$ cat config.mk
export PLATFORM = sky130hd
export DESIGN_NAME = data_mem_arbiter_flat
export DESIGN_NICKNAME = d
export VERILOG_FILES = /design/src/rtl/data_mem_arbiter_if.sv /design/src/rtl/data_mem_arbiter.sv /design/src/flat_wrapper.sv
export SDC_FILE = /design/constraint.sdc
export NUM_CORES = 1
export LEC_CHECK = 0
export CORE_MARGIN = 1
export CORE_UTILIZATION = 42
export DETAILED_ROUTE_END_ITERATION = 6
export PLACE_DENSITY = 0.92
export SYNTH_ARGS = -nofsm -noshare
export SYNTH_HDL_FRONTEND = slang
export SYNTH_SLANG_ARGS = --single-unit
export TNS_END_PERCENT = 5
$ cat constraint.sdc
create_clock -name clk -period 2.1 [get_ports clk]
set_input_delay 0.525 -clock clk [delete_from_list [all_inputs] [get_ports clk]]
set_output_delay 0.525 -clock clk [all_outputs]
set_load 0.02 [all_outputs]
$ cat src/rtl/data_mem_arbiter_if.sv
// Bus bundle between the two data-memory requesters, the arbiter and the memory.
// The arbiter takes the slave view; the requesters and the memory take the master view.
interface data_mem_arbiter_if #(
    parameter int AW = 16,
    parameter int DW = 16
);
    logic          req0;
    logic          we0;
    logic [AW-1:0] addr0;
    logic [DW-1:0] wdata0;
    logic          gnt0;
    logic          rvalid0;
    logic [DW-1:0] rdata0;
    logic          err0;

    logic          req1;
    logic          we1;
    logic [AW-1:0] addr1;
    logic [DW-1:0] wdata1;
    logic          lock1;
    logic          gnt1;
    logic          rvalid1;
    logic [DW-1:0] rdata1;
    logic          err1;

    logic          mem_we;
    logic [AW-1:0] mem_addr;
    logic [DW-1:0] mem_wdata;
    logic [DW-1:0] mem_rdata;

    modport slave (
        input  req0, we0, addr0, wdata0,
        output gnt0, rvalid0, rdata0, err0,
        input  req1, we1, addr1, wdata1, lock1,
        output gnt1, rvalid1, rdata1, err1,
        output mem_we, mem_addr, mem_wdata,
        input  mem_rdata
    );

    modport master (
        output req0, we0, addr0, wdata0,
        input  gnt0, rvalid0, rdata0, err0,
        output req1, we1, addr1, wdata1, lock1,
        input  gnt1, rvalid1, rdata1, err1,
        input  mem_we, mem_addr, mem_wdata,
        output mem_rdata
    );
endinterface

$ cat src/rtl/data_mem_arbiter.sv
// Two-port arbiter for the shared data memory: CPU port 0 has fixed priority,
// loader port 1 gets a starvation guard and a burst lock; out-of-range addresses are flagged.
module data_mem_arbiter #(
    parameter int DEPTH    = 128,
    parameter int MAX_WAIT = 4,
    parameter int AW       = 16,
    parameter int DW       = 16
) (
    input  logic                 clk,
    input  logic                 reset,
    data_mem_arbiter_if.slave    bus
);
    localparam int            WCW        = $clog2(MAX_WAIT + 1);
    localparam logic [WCW-1:0] MAX_WAIT_C = WCW'(MAX_WAIT);
    localparam logic [AW-1:0]  DEPTH_C    = AW'(DEPTH);

    typedef enum logic {S_IDLE = 1'b0, S_ACCESS = 1'b1} state_t;

    state_t         state_q, state_d;
    logic           win_q, win_d;
    logic [WCW-1:0] wait_q, wait_d;
    logic           locked_q, locked_d;
    logic           cmd_we_q, cmd_we_d;
    logic [AW-1:0]  cmd_addr_q, cmd_addr_d;
    logic [DW-1:0]  cmd_wdata_q, cmd_wdata_d;
    logic           err_pend_q, err_pend_d;

    logic           win0, win1;
    logic           sel_we;
    logic [AW-1:0]  sel_addr;
    logic [DW-1:0]  sel_wdata;
    logic           access;

    always_ff @(posedge clk) begin
        if (reset) begin
            state_q     <= S_IDLE;
            win_q       <= 1'b0;
            wait_q      <= '0;
            locked_q    <= 1'b0;
            cmd_we_q    <= 1'b0;
            cmd_addr_q  <= '0;
            cmd_wdata_q <= '0;
            err_pend_q  <= 1'b0;
        end else begin
            state_q     <= state_d;
            win_q       <= win_d;
            wait_q      <= wait_d;
            locked_q    <= locked_d;
            cmd_we_q    <= cmd_we_d;
            cmd_addr_q  <= cmd_addr_d;
            cmd_wdata_q <= cmd_wdata_d;
            err_pend_q  <= err_pend_d;
        end
    end

    always_comb begin
        // Port 1 overrides port 0 when locked, starved, or uncontested.
        win1      = bus.req1 && (locked_q || (wait_q == MAX_WAIT_C) || !bus.req0);
        win0      = !win1 && bus.req0;
        sel_we    = win1 ? bus.we1    : bus.we0;
        sel_addr  = win1 ? bus.addr1  : bus.addr0;
        sel_wdata = win1 ? bus.wdata1 : bus.wdata0;

        state_d     = state_q;
        win_d       = win_q;
        wait_d      = wait_q;
        locked_d    = locked_q;
        cmd_we_d    = cmd_we_q;
        cmd_addr_d  = cmd_addr_q;
        cmd_wdata_d = cmd_wdata_q;
        err_pend_d  = err_pend_q;

        case (state_q)
            S_IDLE: begin
                if (win1 || win0) begin
                    state_d     = S_ACCESS;
                    win_d       = win1;
                    cmd_we_d    = sel_we;
                    cmd_addr_d  = sel_addr;
                    cmd_wdata_d = sel_wdata;
                    err_pend_d  = (sel_addr >= DEPTH_C);
                end
                if (win1) begin
                    wait_d = '0;
                end else if (win0 && bus.req1 && (wait_q != MAX_WAIT_C)) begin
                    wait_d = wait_q + WCW'(1);
                end
                // The lock survives only while port 1 keeps asking with lock1 set.
                locked_d = win1 && bus.lock1;
            end
            default: state_d = S_IDLE;
        endcase
    end

    always_comb begin
        access        = (state_q == S_ACCESS);
        bus.gnt0      = access && !win_q;
        bus.gnt1      = access && win_q;
        bus.mem_we    = access && cmd_we_q && !err_pend_q;
        bus.mem_addr  = access ? cmd_addr_q  : '0;
        bus.mem_wdata = access ? cmd_wdata_q : '0;
    end

    for (genvar gi = 0; gi < 2; gi++) begin : g_port
        logic          done;
        logic          rvalid_q, rvalid_d;
        logic          err_q, err_d;
        logic [DW-1:0] rdata_q, rdata_d;

        always_comb begin
            done     = (state_q == S_ACCESS) && ((gi == 1) ? win_q : !win_q);
            rvalid_d = done;
            err_d    = done ? err_pend_q : err_q;
            rdata_d  = rdata_q;
            if (done) begin
                rdata_d = (!cmd_we_q && !err_pend_q) ? bus.mem_rdata : '0;
            end
        end

        always_ff @(posedge clk) begin
            if (reset) begin
                rvalid_q <= 1'b0;
                err_q    <= 1'b0;
                rdata_q  <= '0;
            end else begin
                rvalid_q <= rvalid_d;
                err_q    <= err_d;
                rdata_q  <= rdata_d;
            end
        end
    end

    assign bus.rvalid0 = g_port[0].rvalid_q;
    assign bus.rdata0  = g_port[0].rdata_q;
    assign bus.err0    = g_port[0].err_q;
    assign bus.rvalid1 = g_port[1].rvalid_q;
    assign bus.rdata1  = g_port[1].rdata_q;
    assign bus.err1    = g_port[1].err_q;
endmodule

$ cat src/flat_wrapper.sv
// flat-port wrapper written by rule: the top's interface ports become plain ports
module data_mem_arbiter_flat 
#(
    parameter int DEPTH    = 128,
    parameter int MAX_WAIT = 4,
    parameter int AW       = 16,
    parameter int DW       = 16
)
  (clk, reset, bus_req0, bus_we0, bus_addr0, bus_wdata0, bus_gnt0, bus_rvalid0, bus_rdata0, bus_err0, bus_req1, bus_we1, bus_addr1, bus_wdata1, bus_lock1, bus_gnt1, bus_rvalid1, bus_rdata1, bus_err1, bus_mem_we, bus_mem_addr, bus_mem_wdata, bus_mem_rdata);
  data_mem_arbiter_if #(.AW(AW), .DW(DW)) bus_i ();
  input  logic clk;
  input  logic reset;
  input wire logic [$bits(bus_i.req0)-1:0] bus_req0;
  input wire logic [$bits(bus_i.we0)-1:0] bus_we0;
  input wire logic [$bits(bus_i.addr0)-1:0] bus_addr0;
  input wire logic [$bits(bus_i.wdata0)-1:0] bus_wdata0;
  output wire logic [$bits(bus_i.gnt0)-1:0] bus_gnt0;
  output wire logic [$bits(bus_i.rvalid0)-1:0] bus_rvalid0;
  output wire logic [$bits(bus_i.rdata0)-1:0] bus_rdata0;
  output wire logic [$bits(bus_i.err0)-1:0] bus_err0;
  input wire logic [$bits(bus_i.req1)-1:0] bus_req1;
  input wire logic [$bits(bus_i.we1)-1:0] bus_we1;
  input wire logic [$bits(bus_i.addr1)-1:0] bus_addr1;
  input wire logic [$bits(bus_i.wdata1)-1:0] bus_wdata1;
  input wire logic [$bits(bus_i.lock1)-1:0] bus_lock1;
  output wire logic [$bits(bus_i.gnt1)-1:0] bus_gnt1;
  output wire logic [$bits(bus_i.rvalid1)-1:0] bus_rvalid1;
  output wire logic [$bits(bus_i.rdata1)-1:0] bus_rdata1;
  output wire logic [$bits(bus_i.err1)-1:0] bus_err1;
  output wire logic [$bits(bus_i.mem_we)-1:0] bus_mem_we;
  output wire logic [$bits(bus_i.mem_addr)-1:0] bus_mem_addr;
  output wire logic [$bits(bus_i.mem_wdata)-1:0] bus_mem_wdata;
  input wire logic [$bits(bus_i.mem_rdata)-1:0] bus_mem_rdata;
  assign bus_i.req0 = bus_req0;
  assign bus_i.we0 = bus_we0;
  assign bus_i.addr0 = bus_addr0;
  assign bus_i.wdata0 = bus_wdata0;
  assign bus_gnt0 = bus_i.gnt0;
  assign bus_rvalid0 = bus_i.rvalid0;
  assign bus_rdata0 = bus_i.rdata0;
  assign bus_err0 = bus_i.err0;
  assign bus_i.req1 = bus_req1;
  assign bus_i.we1 = bus_we1;
  assign bus_i.addr1 = bus_addr1;
  assign bus_i.wdata1 = bus_wdata1;
  assign bus_i.lock1 = bus_lock1;
  assign bus_gnt1 = bus_i.gnt1;
  assign bus_rvalid1 = bus_i.rvalid1;
  assign bus_rdata1 = bus_i.rdata1;
  assign bus_err1 = bus_i.err1;
  assign bus_mem_we = bus_i.mem_we;
  assign bus_mem_addr = bus_i.mem_addr;
  assign bus_mem_wdata = bus_i.mem_wdata;
  assign bus_i.mem_rdata = bus_mem_rdata;
  data_mem_arbiter #(.DEPTH(DEPTH), .MAX_WAIT(MAX_WAIT), .AW(AW), .DW(DW)) u_core (.clk(clk), .reset(reset), .bus(bus_i));
endmodule
Word level (Yosys, flattened, before mapping). Cells that the tools add are included.

Word-level logic and storage cells: 50. Input port bits: 87. Memories: 0. Output and inout bits: 71. Latch bits: 0. Memory bits (writable): 0. Bits in read-only memories: 0. Register bits: 76.

Shifts and indexed selects: 0. $mul: 0. Bitwise gates (word level): 1. Multiplexer cells: 9. Equality and inequality tests: 2. Divide/modulo/power cells: 0. Order comparisons: 1. $add $sub $neg: 1. Reductions and logical operators: 22.

Operator list (number): $mux W16 (5); $ge A16 B8 Y1 const B (1); $logic_and A1 B1 Y1 (10); $mux W3 (2); $logic_not A1 Y1 (5); $reduce_and A2 Y1 (2); $add A3 B1 Y3 const B (1); $eq A3 B3 Y1 const B (1); $logic_or A1 B1 Y1 (3); $ne A3 B3 Y1 const B (1); $mux W1 (2); $reduce_bool A2 Y1 (1); $reduce_or A2 Y1 (1); $not A1 Y1 (1).

Logic depth before layout (Yosys ltp). Gate-level depths: netlist of the first run.

Depth in word-level cells: 10. Mapped depth: 7. Depth with buffers taken out: 6.

Worst setup path after synthesis of the first run. Ideal clock, no wire load.

Path type: register -> output. From: register u_core.state_q (netlist: u_core.access). To: output port bus_mem_we. Path slack: 386 ps. Data arrival time: 1189 ps. Stages on the path, launching flop included: 5. Path buffers: 2. Required time: 1575 ps. Cell sequence: dfxtp_1 clkbuf_1 clkbuf_1 nand2_1 nor2_1.

Cells in the longest elaborated chain, start to end: 2.

Ends and longest elaborated chain: from (decl) (RTL line data_mem_arbiter.sv:19) `state_t state_q, state_d;`; from (signal assigned) (RTL line data_mem_arbiter.sv:45) `state_q <= state_d;`; $logic_and A1 B1 Y1 (2 in series) (RTL line data_mem_arbiter.sv:99) `bus.mem_we = access && cmd_we_q && !err_pend_q;`; to (decl) (RTL line flat_wrapper.sv:30) `output wire logic [$bits(bus_i.mem_we)-1:0] bus_mem_we;`.

No other way between the ends.

Final worst setup path of the first run.
From: register u_core.state_q (netlist: u_core.access). To: output port bus_gnt0.

Cells in the longest elaborated chain, start to end: 1.

Ends and longest elaborated chain: $logic_and A1 B1 Y1 (RTL line data_mem_arbiter.sv:97) `bus.gnt0 = access && !win_q;`; to (decl) (RTL line flat_wrapper.sv:17) `output wire logic [$bits(bus_i.gnt0)-1:0] bus_gnt0;`.

No other way between the ends.

==> metrics.md, run 1 <==
| Metric | Value |
|---|---|
| Status | `completed` |
| First-pass GRT wire length | `15,610 um` |
| CTS Hold Bufs | `0` |
| Static leakage | `roughly 2.1 nW` |
| Fmax | `503.7 MHz` |
| Setup TNS | `0 ns` |
| Crit Path Class | `register to output port` |
| Seq/Total Area, Yosys | `between 40 and 50%` |
| Gr usage total | `roughly 23%` |
| Initial antenna violation count | `0` |
| GPL Wtd Cong | `0.7887` |
| Final hold violation count | `0` |
| Cells on worst reg2reg path | `7` |
| Util after Layout | `65.73%` |
| DRT Wirelength | `9835 um` |
| DR pass1 iterations | `4` |
| Syn Area/Cell | `8.284 sq um` |
| Final setup viols | `0` |
| WHS Path Cells | `2` |
| Ranking of synthesized cells by area | `dfxtp_1, a311oi_2, nand2_1` |
| Max-cap violations | `0` |
| Smallest hold slack | `around 0.46 ns` |
| Largest net degree at the start of global routing | `77` |
| Sink Count | `76` |
| Non-filler instance count after layout | `686` |
| Critical Path Source Type | `register` |
| DIE AREA | `8793 sq um` |
| Post-route ant nets | `0` |
| Crit. End Element | `output port` |
| Placed Instances | `670` |
| R2R setup slack | `0.37 ns` |
| Fin nets | `between 600 and 700` |
| Asr flop ratio synth | `0%` |
| Mapped Area | `3537 sq um` |
| Mapped Nets | `between 500 and 600` |
| Iteration-0 DRC Markers | `around 140` |
| Arrival time at the worst endpoint | `about 1.5 ns` |
| RSZ-0062 raised after global routing | `false` |
| Worst slew pin tran | `0.5213 ns` |
| Total vias in the final route | `about 3,600` |
| #FFs+latches synth | `76` |
| IO Port Bufs | `157` |
| VDD IR max | `between 0.2 and 0.3 mV` |
| Crit share post-route | `roughly 95%` |
| Vias in the first global route | `approximately 3,400` |
| Die Height | `93.77 um` |
| CP Data Required Time | `around 1.6 ns` |
| Post-CTS Setup Repair Bufs | `0` |
| Dominant cell type by area after synthesis | `dfxtp_1` |
| Global route overflow | `0` |
| Max FO, Critical Path | `13` |
| Commonest non-fill, non-tap cell in the layout | `clkdlybuf4s50_1` |
| Cell variety after synth | `35` |
| Synth top area share | `43.01%` |
| Residual DRC | `0` |
| Ports | `158` |
| Die W | `93.77 um` |
| Layout cells sized above 1 | `11.70%` |
| Via/cell ratio | `5.185` |
| Skew-Pair Late Insertion Delay | `0.34 ns` |
| Initial Utilization | `around 43%` |
| Commonest non-fill, non-tap cells in the layout | `clkdlybuf4s50_1, nand2_1, dfxtp_1, nor2_1, a21oi_1` |
| CTS buffer count | `9` |
| Clock transition at path regs | `0.08 ns` |
| Pwr dens | `634.4 nW/um^2` |
| N_diodes | `0` |
| HP Class | `register to register` |
| Core footprint | `~8200 sq um` |
| Clock Path Buffers | `2` |
| Hpwl dp | `7137 um` |
| Post-synth EDFFs | `0` |
| # rows | `33` |
| Ys flop type | `dfxtp_1` |
| Area Growth Syn to Fin | `51.93%` |
| Syn. warnings | `0` |
| Min Tclk post-route | `1.985 ns` |
| Drt wl/cell | `between 10 and 15 um` |
| FILL cells | `692` |
| Clk_skew | `0.009398 ns` |
| CTS tree | `yes` |
| Syn Inst Count | `427` |
| Slew HR | `64.93%` |
| Root buf cell | `clkbuf_8` |
| Max-slew violation count | `0` |
| H-tree lvl count | `3` |
| Post-CTS Resized | `35` |
| Pwr Total | `about 3.4 mW` |
-- where the power goes --
group / internal, mW / switching, mW / total, mW
logic: 0.369 / 0.384 / 0.753
clock network: 0.550 / 0.532 / 1.08
registers: 1.53 / 0.0451 / 1.57
total: 2.45 / 0.961 / 3.41
-- sequential cells by signal (all words and copies together), names as in the netlist --
| name | count |
|---|---|
| u_core.access | 1 |
| u_core.bus.err0 | 1 |
| u_core.bus.err1 | 1 |
| u_core.bus.rdata0 | 16 |
| u_core.bus.rdata1 | 16 |
| u_core.bus.rvalid0 | 1 |
| u_core.bus.rvalid1 | 1 |
| u_core.cmd_addr_q | 16 |
| u_core.cmd_wdata_q | 16 |
| u_core.cmd_we_q | 1 |
| u_core.err_pend_q | 1 |
| u_core.locked_q | 1 |
| u_core.wait_q | 3 |
| u_core.win_q | 1 |
-- synthesized netlist by cell type (2+ instances only) --
| library cell | count |
|---|---|
| a211oi_1 | 2 |
| a21oi_1 | 40 |
| a311oi_1 | 3 |
| a311oi_2 | 29 |
| and2_1 | 33 |
| buf_1 | 2 |
| buf_2 | 6 |
| buf_4 | 3 |
| buf_6 | 7 |
| clkbuf_1 | 15 |
| dfxtp_1 | 76 |
| ha_1 | 2 |
| inv_1 | 2 |
| nand2_1 | 110 |
| nand3_1 | 34 |
| nor2_1 | 41 |
| nor4_1 | 4 |
-- metrics by stage --
| step | setup slack (ns) | area [sq um] |
|---|---|---|
| after floorplan | 0.3856 | 3537 |
| after global placement | 0.01581 | 5228 |
| after detailed placement | 0.006123 | 5228 |
| after CTS | 0.07228 | 5374 |
| after global routing | 0.006171 | 5374 |
| final | 0.1147 | 5374 |
-- critical path, stage by stage (launching register included) --
cell           delay (ns)
dfxtp_1              0.38
buf_4                0.20
nand2b_1             0.10
inv_2                0.11
dlygate4sd2_1        0.34
-- final cells by class --
class                      count  area, sq um  area share (%)
sequential                    76         1521           28.31
clock buffer                  10        127.6           2.375
timing repair buffer         171         1703           31.69
tap                          105        131.4           2.445
clock inverter                 6        62.56           1.164
multi-input combinational    314         1813           33.74
inverter                       4        15.01          0.2794
-- layer usage --
| layer | routed length [um] | track usage (%) | vias up |
|---|---|---|---|
| met5 | 0 | 0 | - |
| met4 | 102 | 8.590 | 0 |
| met3 | 706 | 4.126 | 9 |
| li1 | - | - | 1749 |
| met1 | 4020 | 27.16 | 1643 |
| met2 | 5005 | 40.15 | 156 |
-- kinds of logic after synthesis --
group | share of synthesized area [%]
adders and majority gates | 0.7074
AOI/OAI and AO/OA | 20.73
and+or+nand+nor | 29.61
buffers and inverters | 5.943
DFF | 43.01
-- path summary, 6_finish.rpt --
| kind | start | endpoint |
|---|---|---|
| max | u_core.access$_SDFF_PP0_ | bus_gnt0 |
| min | u_core.bus.rdata0[1]$_SDFFE_PP0P_ | u_core.bus.rdata0[1]$_SDFFE_PP0P_ |
| max reg2reg | u_core.wait_q[0]$_SDFFE_PP0P_ | u_core.cmd_addr_q[2]$_SDFFE_PP0P_ |
| min reg2reg | u_core.bus.rdata0[1]$_SDFFE_PP0P_ | u_core.bus.rdata0[1]$_SDFFE_PP0P_ |
Power figures use the tool's default switching activity.
==> run 2, diff against run 1 <==
--- a/config.mk
+++ b/config.mk
@@ -7,8 +7,9 @@
 export LEC_CHECK = 0
 export CORE_MARGIN = 1
 export CORE_UTILIZATION = 42
+export CTS_CLUSTER_DIAMETER = 40
 export DETAILED_ROUTE_END_ITERATION = 6
-export PLACE_DENSITY = 0.92
+export PLACE_DENSITY = 0.79
 export SYNTH_ARGS = -nofsm -noshare
 export SYNTH_HDL_FRONTEND = slang
 export SYNTH_SLANG_ARGS = --single-unit
==> metrics.md, run 2 (synthesized netlist as in run 1, its figures left out) <==
| Metric | Value |
|---|---|
| Root buf cell | `clkbuf_8` |
| Max FO, Critical Path | `31 (+18)` |
| Smallest hold slack | `0.4530 ns (-0.003619 ns)` |
| Design area | `5411 sq um (+0.70%)` |
| Util after Layout | `66.19% (+0.46 points)` |
| Hold Crit Start | `u_core.bus.rdata0[6]$_SDFFE_PP0P_` |
| Fmax | `510.1 MHz (+1.3%)` |
| Static leakage | `2.117 nW (about the same)` |
| CP Data Required Time | `1.57 ns (about the same)` |
| Crit share post-route | `93.35% (-1.2 points)` |
| Skew-Pair Late Insertion Delay | `0.34 ns (about the same)` |
| Drt wl/cell | `14.07 um (-1.9%)` |
| VDD IR max | `0.3787 mV (+42%)` |
| Via/cell ratio | `5.173 (-0.22%)` |
| Worst slew pin tran | `0.4013 ns (-0.1200 ns)` |
| Slew HR | `73.00% (+8.1 points)` |
| RSZ-0062 raised after global routing | `false` |
| Vias in the first global route | `3,333 (-1.6%)` |
| Layout cells sized above 1 | `11.70% (unchanged)` |
| Crit. End Element | `output port` |
| Die Height | `93.77 um (unchanged)` |
| Max-slew violation count | `0 (unchanged)` |
| Clk_skew | `0.01018 ns (+0.0007835 ns)` |
| Pwr Total | `3.461 mW (+1.5%)` |
| Min Tclk post-route | `1.960 ns (-0.02496 ns)` |
| R2R setup slack | `0.38 ns (about the same)` |
| DR pass1 iterations | `4 (unchanged)` |
| Crit. Startpoint | `u_core.access$_SDFF_PP0_` |
| CTS buffer count | `9 (unchanged)` |
| CP Capture Point | `bus_gnt0` |
| H-tree lvl count | `3 (unchanged)` |
| Status | `completed` |
| Global route overflow | `0 (unchanged)` |
| N_diodes | `0 (unchanged)` |
| Fin nets | `665 (unchanged)` |
| Total vias in the final route | `3,549 (-0.22%)` |
| Arrival time at the worst endpoint | `1.44 ns (-0.02 ns)` |
| Commonest non-fill, non-tap cell in the layout | `clkdlybuf4s50_1` |
| Non-filler instance count after layout | `686 (unchanged)` |
| HP Class | `register to register` |
| Final hold violation count | `0 (unchanged)` |
| Max-cap violations | `0 (unchanged)` |
| GPL Wtd Cong | `0.8040 (+1.9%)` |
| R2R Path End | `u_core.cmd_addr_q[0]$_SDFFE_PP0P_` |
| Crit Path Class | `register to output port` |
| DRT Wirelength | `9652 um (-1.9%)` |
| FILL cells | `693 (+0.14%)` |
| # rows | `33 (unchanged)` |
| Placed Instances | `670 (unchanged)` |
| Gr usage total | `22.57% (-0.15 points)` |
| Clock Path Buffers | `2 (unchanged)` |
| Clock transition at path regs | `0.08 ns (about the same)` |
| Residual DRC | `0 (unchanged)` |
| Ports | `158 (unchanged)` |
| Area Growth Syn to Fin | `52.99%` |
| Hpwl dp | `6994 um (-2.0%)` |
| Largest net degree at the start of global routing | `77 (unchanged)` |
| First-pass GRT wire length | `15,530 um (-0.53%)` |
| DIE AREA | `8793 sq um (unchanged)` |
| CTS tree | `yes` |
| IO Port Bufs | `157 (unchanged)` |
| Iteration-0 DRC Markers | `119 (-14%)` |
| R2R Path Start | `u_core.wait_q[0]$_SDFFE_PP0P_` |
| Sink Count | `76 (unchanged)` |
| Die W | `93.77 um (unchanged)` |
| Initial antenna violation count | `0 (unchanged)` |
| Pwr dens | `639.6 nW/um^2 (+0.82%)` |
| Initial Utilization | `43.27% (unchanged)` |
| Final setup viols | `0 (unchanged)` |
| Commonest non-fill, non-tap cells in the layout | `clkdlybuf4s50_1, nand2_1, dfxtp_1, nor2_1, a21oi_1` |
| Placed Area | `5253 sq um (+0.48%)` |
| Core footprint | `8175 sq um (unchanged)` |
| Post-route ant nets | `0 (unchanged)` |
| Cells on worst reg2reg path | `7 (unchanged)` |
| Critical Path Source Type | `register` |
run 2: where the power goes:
part	total, mW	switching (mW)	leakage, nW	internal, mW
sequential	1.58	0.0471	0.623	1.53
clock	1.13	0.542	0.0918	0.584
combinational	0.759	0.382	1.40	0.378
run 2: worst min path at each step:
| stage | end | slack [ns] | cells past startpoint |
|---|---|---|---|
| 2_1_floorplan | u_core.locked_q$_SDFFE_PP0N_ | 0.43 | 2 |
| 3_3_place_gp | u_core.bus.err1$_SDFFE_PP0P_ | 0.44 | 2 |
| 3_5_place_dp | u_core.bus.err1$_SDFFE_PP0P_ | 0.45 | 2 |
| 4_1_cts | u_core.bus.err1$_SDFFE_PP0P_ | 0.46 | 2 |
| 5_1_grt | u_core.bus.rdata0[6]$_SDFFE_PP0P_ | 0.47 | 2 |
| 6_report | u_core.bus.rdata0[6]$_SDFFE_PP0P_ | 0.45 | 2 |
run 2: area by class of cell:
| class | count | area (sq um) | share of cell area [%] |
|---|---|---|---|
| multi-input cells | 314 | 1813 | 33.50 |
| repair buffers | 171 | 1728 | 31.93 |
| flip-flops and latches | 76 | 1521 | 28.12 |
| clock buffers | 11 | 141.4 | 2.613 |
| well taps | 105 | 131.4 | 2.428 |
| clock inverters | 5 | 61.31 | 1.133 |
| inverters | 4 | 15.01 | 0.2775 |
run 2: what timing repair did:
action / in CTS / in global routing
setup buffers: 0 / 0
resized for setup: 35 / 0
endpoints found under the setup margin: 35 / 0
hold buffers: 0 / 0
run 2: routing by layer:
metal  vias to the layer above  track usage (%)  routed length (um)
met3                        22            6.230                 865
met2                       189            37.23                4627
met1                      1592            28.08                3985
li1                       1746                -                   -
met5                         -                0                   0
met4                         0            7.949                 174
run 2: stage by stage:
step           setup slack (ns)  setup TNS [ns]
2_1_floorplan            0.3856               0
4_1_cts                  0.1187               0
3_5_place_dp           -0.02372        -0.02408
6_report                 0.1397               0
3_3_place_gp            0.04640               0
5_1_grt                 0.06291               0
run 2: worst max-delay path: stages, from the launching register on:
cell	delay, ns
dfxtp_1	0.38
buf_12	0.18
nand2b_1	0.11
inv_2	0.07
dlygate4sd2_1	0.35
==> run 3, diff against run 2 <==
--- a/config.mk
+++ b/config.mk
@@ -10,6 +10,7 @@
 export CTS_CLUSTER_DIAMETER = 40
 export DETAILED_ROUTE_END_ITERATION = 6
 export PLACE_DENSITY = 0.79
+export RECOVER_POWER = 25
 export SYNTH_ARGS = -nofsm -noshare
 export SYNTH_HDL_FRONTEND = slang
 export SYNTH_SLANG_ARGS = --single-unit
==> constraint.sdc (replaced) <==
create_clock -name clk -period 2.1 [get_ports clk]
set_input_delay 0.63 -clock clk [delete_from_list [all_inputs] [get_ports clk]]
set_output_delay 0.63 -clock clk [all_outputs]
set_load 0.02 [all_outputs]
==> metrics.md, run 3 (synthesized netlist as in run 1, its figures left out) <==
| Metric | Value |
|---|---|
| Status | `completed` |
| Fmax | `494.2 MHz (-3.1%)` |
| Post-route ant nets | `0 (unchanged)` |
| Skew-Pair Late Insertion Delay | `0.33 ns (about the same)` |
| WHS Path Cells | `2 (unchanged)` |
| Crit path buf inv count | `2 (-1)` |
| Placed Area | `5290 sq um (+0.71%)` |
| Internal power | `2.463 mW (-1.1%)` |
| DRT Wirelength | `9608 um (-0.46%)` |
| Initial Utilization | `43.27% (unchanged)` |
| Ports | `158 (unchanged)` |
| Slowest-stage cell, CP | `dfxtp_1` |
| Sink Count | `76 (unchanged)` |
| Combinational share of power | `22.5% (+0.6 points)` |
| Die Height | `93.77 um (unchanged)` |
| Worst slew pin tran | `0.7723 ns (+0.3710 ns)` |
| GPL Wtd Cong | `0.7977 (-0.78%)` |
| Via/cell ratio | `5.142 (-0.61%)` |
| Max-slew violation count | `0 (unchanged)` |
| Drt wl/cell | `13.90 um (-1.2%)` |
| VDD IR max | `0.3396 mV (-10%)` |
| Final hold violation count | `0 (unchanged)` |
| Commonest non-fill, non-tap cell in the layout | `clkdlybuf4s50_1` |
| Total vias in the final route | `3,553 (+0.11%)` |
| Max-cap violations | `0 (unchanged)` |
| Setup TNS | `0 ns (unchanged)` |
| Root buf cell | `clkbuf_8` |
| Iteration-0 DRC Markers | `149 (+25%)` |
| R2R Path Start | `u_core.access$_SDFF_PP0_` |
| Crit. Startpoint | `u_core.access$_SDFF_PP0_` |
| Sw Share | `28.08% (about the same)` |
| IO Port Bufs | `157 (unchanged)` |
| Slew HR | `48.52% (-24 points)` |
| Design area | `5433 sq um (+0.39%)` |
| Global route overflow | `0 (unchanged)` |
| Largest net degree at the start of global routing | `77 (unchanged)` |
| Clk network pwr share | `31.5% (-1.0 points)` |
| Worst path max stage delay | `0.38 ns (about the same)` |
| HP Class | `register to register` |
| Residual DRC | `0 (unchanged)` |
| Die W | `93.77 um (unchanged)` |
| CTS buffer count | `9 (unchanged)` |
| N_diodes | `0 (unchanged)` |
| CP Data Required Time | `1.47 ns (-0.10 ns)` |
| Sequential power share | `46.0% (+0.5 points)` |
| DIE AREA | `8793 sq um (unchanged)` |
| Initial antenna violation count | `0 (unchanged)` |
| Crit share post-route | `96.35% (+3.0 points)` |
| P_sw | `0.9615 mW (-0.98%)` |
| Pwr dens | `630.3 nW/um^2 (-1.5%)` |
| Critical path's top delay family | `buffers and inverters` |
| Hold Crit Start | `u_core.bus.rdata0[9]$_SDFFE_PP0P_` |
| Commonest non-fill, non-tap cells in the layout | `clkdlybuf4s50_1, nand2_1, dfxtp_1, nor2_1, a21oi_1` |
| Hpwl dp | `7020 um (+0.38%)` |
| Gr usage total | `21.97% (-0.60 points)` |
| Layout cells sized above 1 | `12.63% (+0.92 points)` |
| Cells on worst reg2reg path | `6 (-1)` |
| CTS tree | `yes` |
| H-tree lvl count | `3 (unchanged)` |
| Final setup viols | `0 (unchanged)` |
| RSZ-0062 raised after global routing | `false` |
| Min Tclk post-route | `2.023 ns (+0.06307 ns)` |
| Max FO, Critical Path | `31 (unchanged)` |
| Crit Path Class | `register to output port` |
| Clock Path Buffers | `2 (unchanged)` |
| First-pass GRT wire length | `15,390 um (-0.89%)` |
| Vias in the first global route | `3,405 (+2.2%)` |
| Crit. End Element | `output port` |
| Core footprint | `8175 sq um (unchanged)` |
| WP depth | `3 (-1)` |
| DR pass1 iterations | `4 (unchanged)` |
| Fin nets | `670 (+0.75%)` |
| Critical path cell sequence | `buf_12 > and2_1 > clkdlybuf4s15_1` |
| Static leakage | `2.077 nW (-1.9%)` |
| FILL cells | `693 (unchanged)` |
| Clk_skew | `0.006583 ns (-0.003598 ns)` |
| Arrival time at the worst endpoint | `1.39 ns (-0.05 ns)` |
| Critical Path Source Type | `register` |
| Post-CTS Setup Repair Bufs | `0 (unchanged)` |
| # rows | `33 (unchanged)` |
| Clock transition at path regs | `0.07 ns (about the same)` |
| Area Growth Syn to Fin | `53.59%` |
==> run 3: cell count changes in the layout (fill, tap and decap cells not counted), sizes merged <==
cell / before / now
dlygate4sd2: 35 / 17
clkdlybuf4s15: 0 / 14
clkbuf: 11 / 16
buf: 15 / 18
clkinv: 2 / 3
clkinvlp: 3 / 2
inv: 3 / 4
==> run 3: repair_timing <==
action                                  in CTS  in global routing
hold buffers                                 0                  0
gates resized for setup                     35                 22
pin swaps                                    0                  0
endpoints found under the setup margin      35                 18
==> run 3: final timing paths <==
path                                                      endpoint  slack (ns)
worst max-delay path                              bus_mem_addr[10]        0.08
worst min-delay path             u_core.bus.rdata0[9]$_SDFFE_PP0P_        0.45
worst max register to register  u_core.bus.rdata0[14]$_SDFFE_PP0P_        0.34
worst min register to register   u_core.bus.rdata0[9]$_SDFFE_PP0P_        0.45
==> run 3: layout make-up <==
cell class,instances,area (sq um),area share (%)
clock buffer,10,127.6,2.349
multi-input combinational,314,1813,33.37
clock inverter,6,63.81,1.175
timing repair buffer,176,1760,32.40
sequential,76,1521,28.01
tap,105,131.4,2.418
inverter,4,15.01,0.2764
==> run 3: power groups by stage <==
stage / Clock [mW] / Sequential (mW) / Combinational (mW)
6_report: 1.08 / 1.57 / 0.770
5_1_grt: 1.16 / 1.59 / 0.832
4_1_cts: 1.10 / 1.58 / 0.774
3_5_place_dp: 0 / 1.61 / 0.794
3_3_place_gp: 0 / 1.60 / 0.778
2_1_floorplan: 0 / 1.62 / 0.399
==> run 3: routing by layer <==
metal | up-vias | part of all wire (%) | track usage (%)
li1 | 1754 | - | -
met1 | 1630 | 44 | 27.24
met2 | 160 | 47 | 37.35
met3 | 9 | 8.1 | 5.663
met4 | 0 | 0.76 | 6.282
met5 | - | 0 | 0
==> run 3: metrics by stage <==
stage | power [mW] | hold WS, ns | util [%] | worst slack (ns) | std cells
final | 3.424 | 0.4544 | 66.45 | 0.07658 | 691
after global routing | 3.581 | 0.4766 | 66.45 | 0.004211 | 691
after CTS | 3.447 | 0.4573 | 66.51 | 0.02783 | 691
after detailed placement | 2.402 | 0.4466 | 64.71 | -0.07338 | 675
after global placement | 2.382 | 0.4423 | 64.71 | -0.005661 | 675
after floorplan | 2.018 | 0.4349 | - | 0.2806 | 427
==> run 3: worst reg2reg max path, cell delays in order, from the launching register on <==
cell and delay, ns:
dfxtp_1 0.38, buf_12 0.19, nand2b_1 0.09, inv_1 0.10
clkbuf_1 0.60, nand3_1 0.17, a21oi_1 0.17
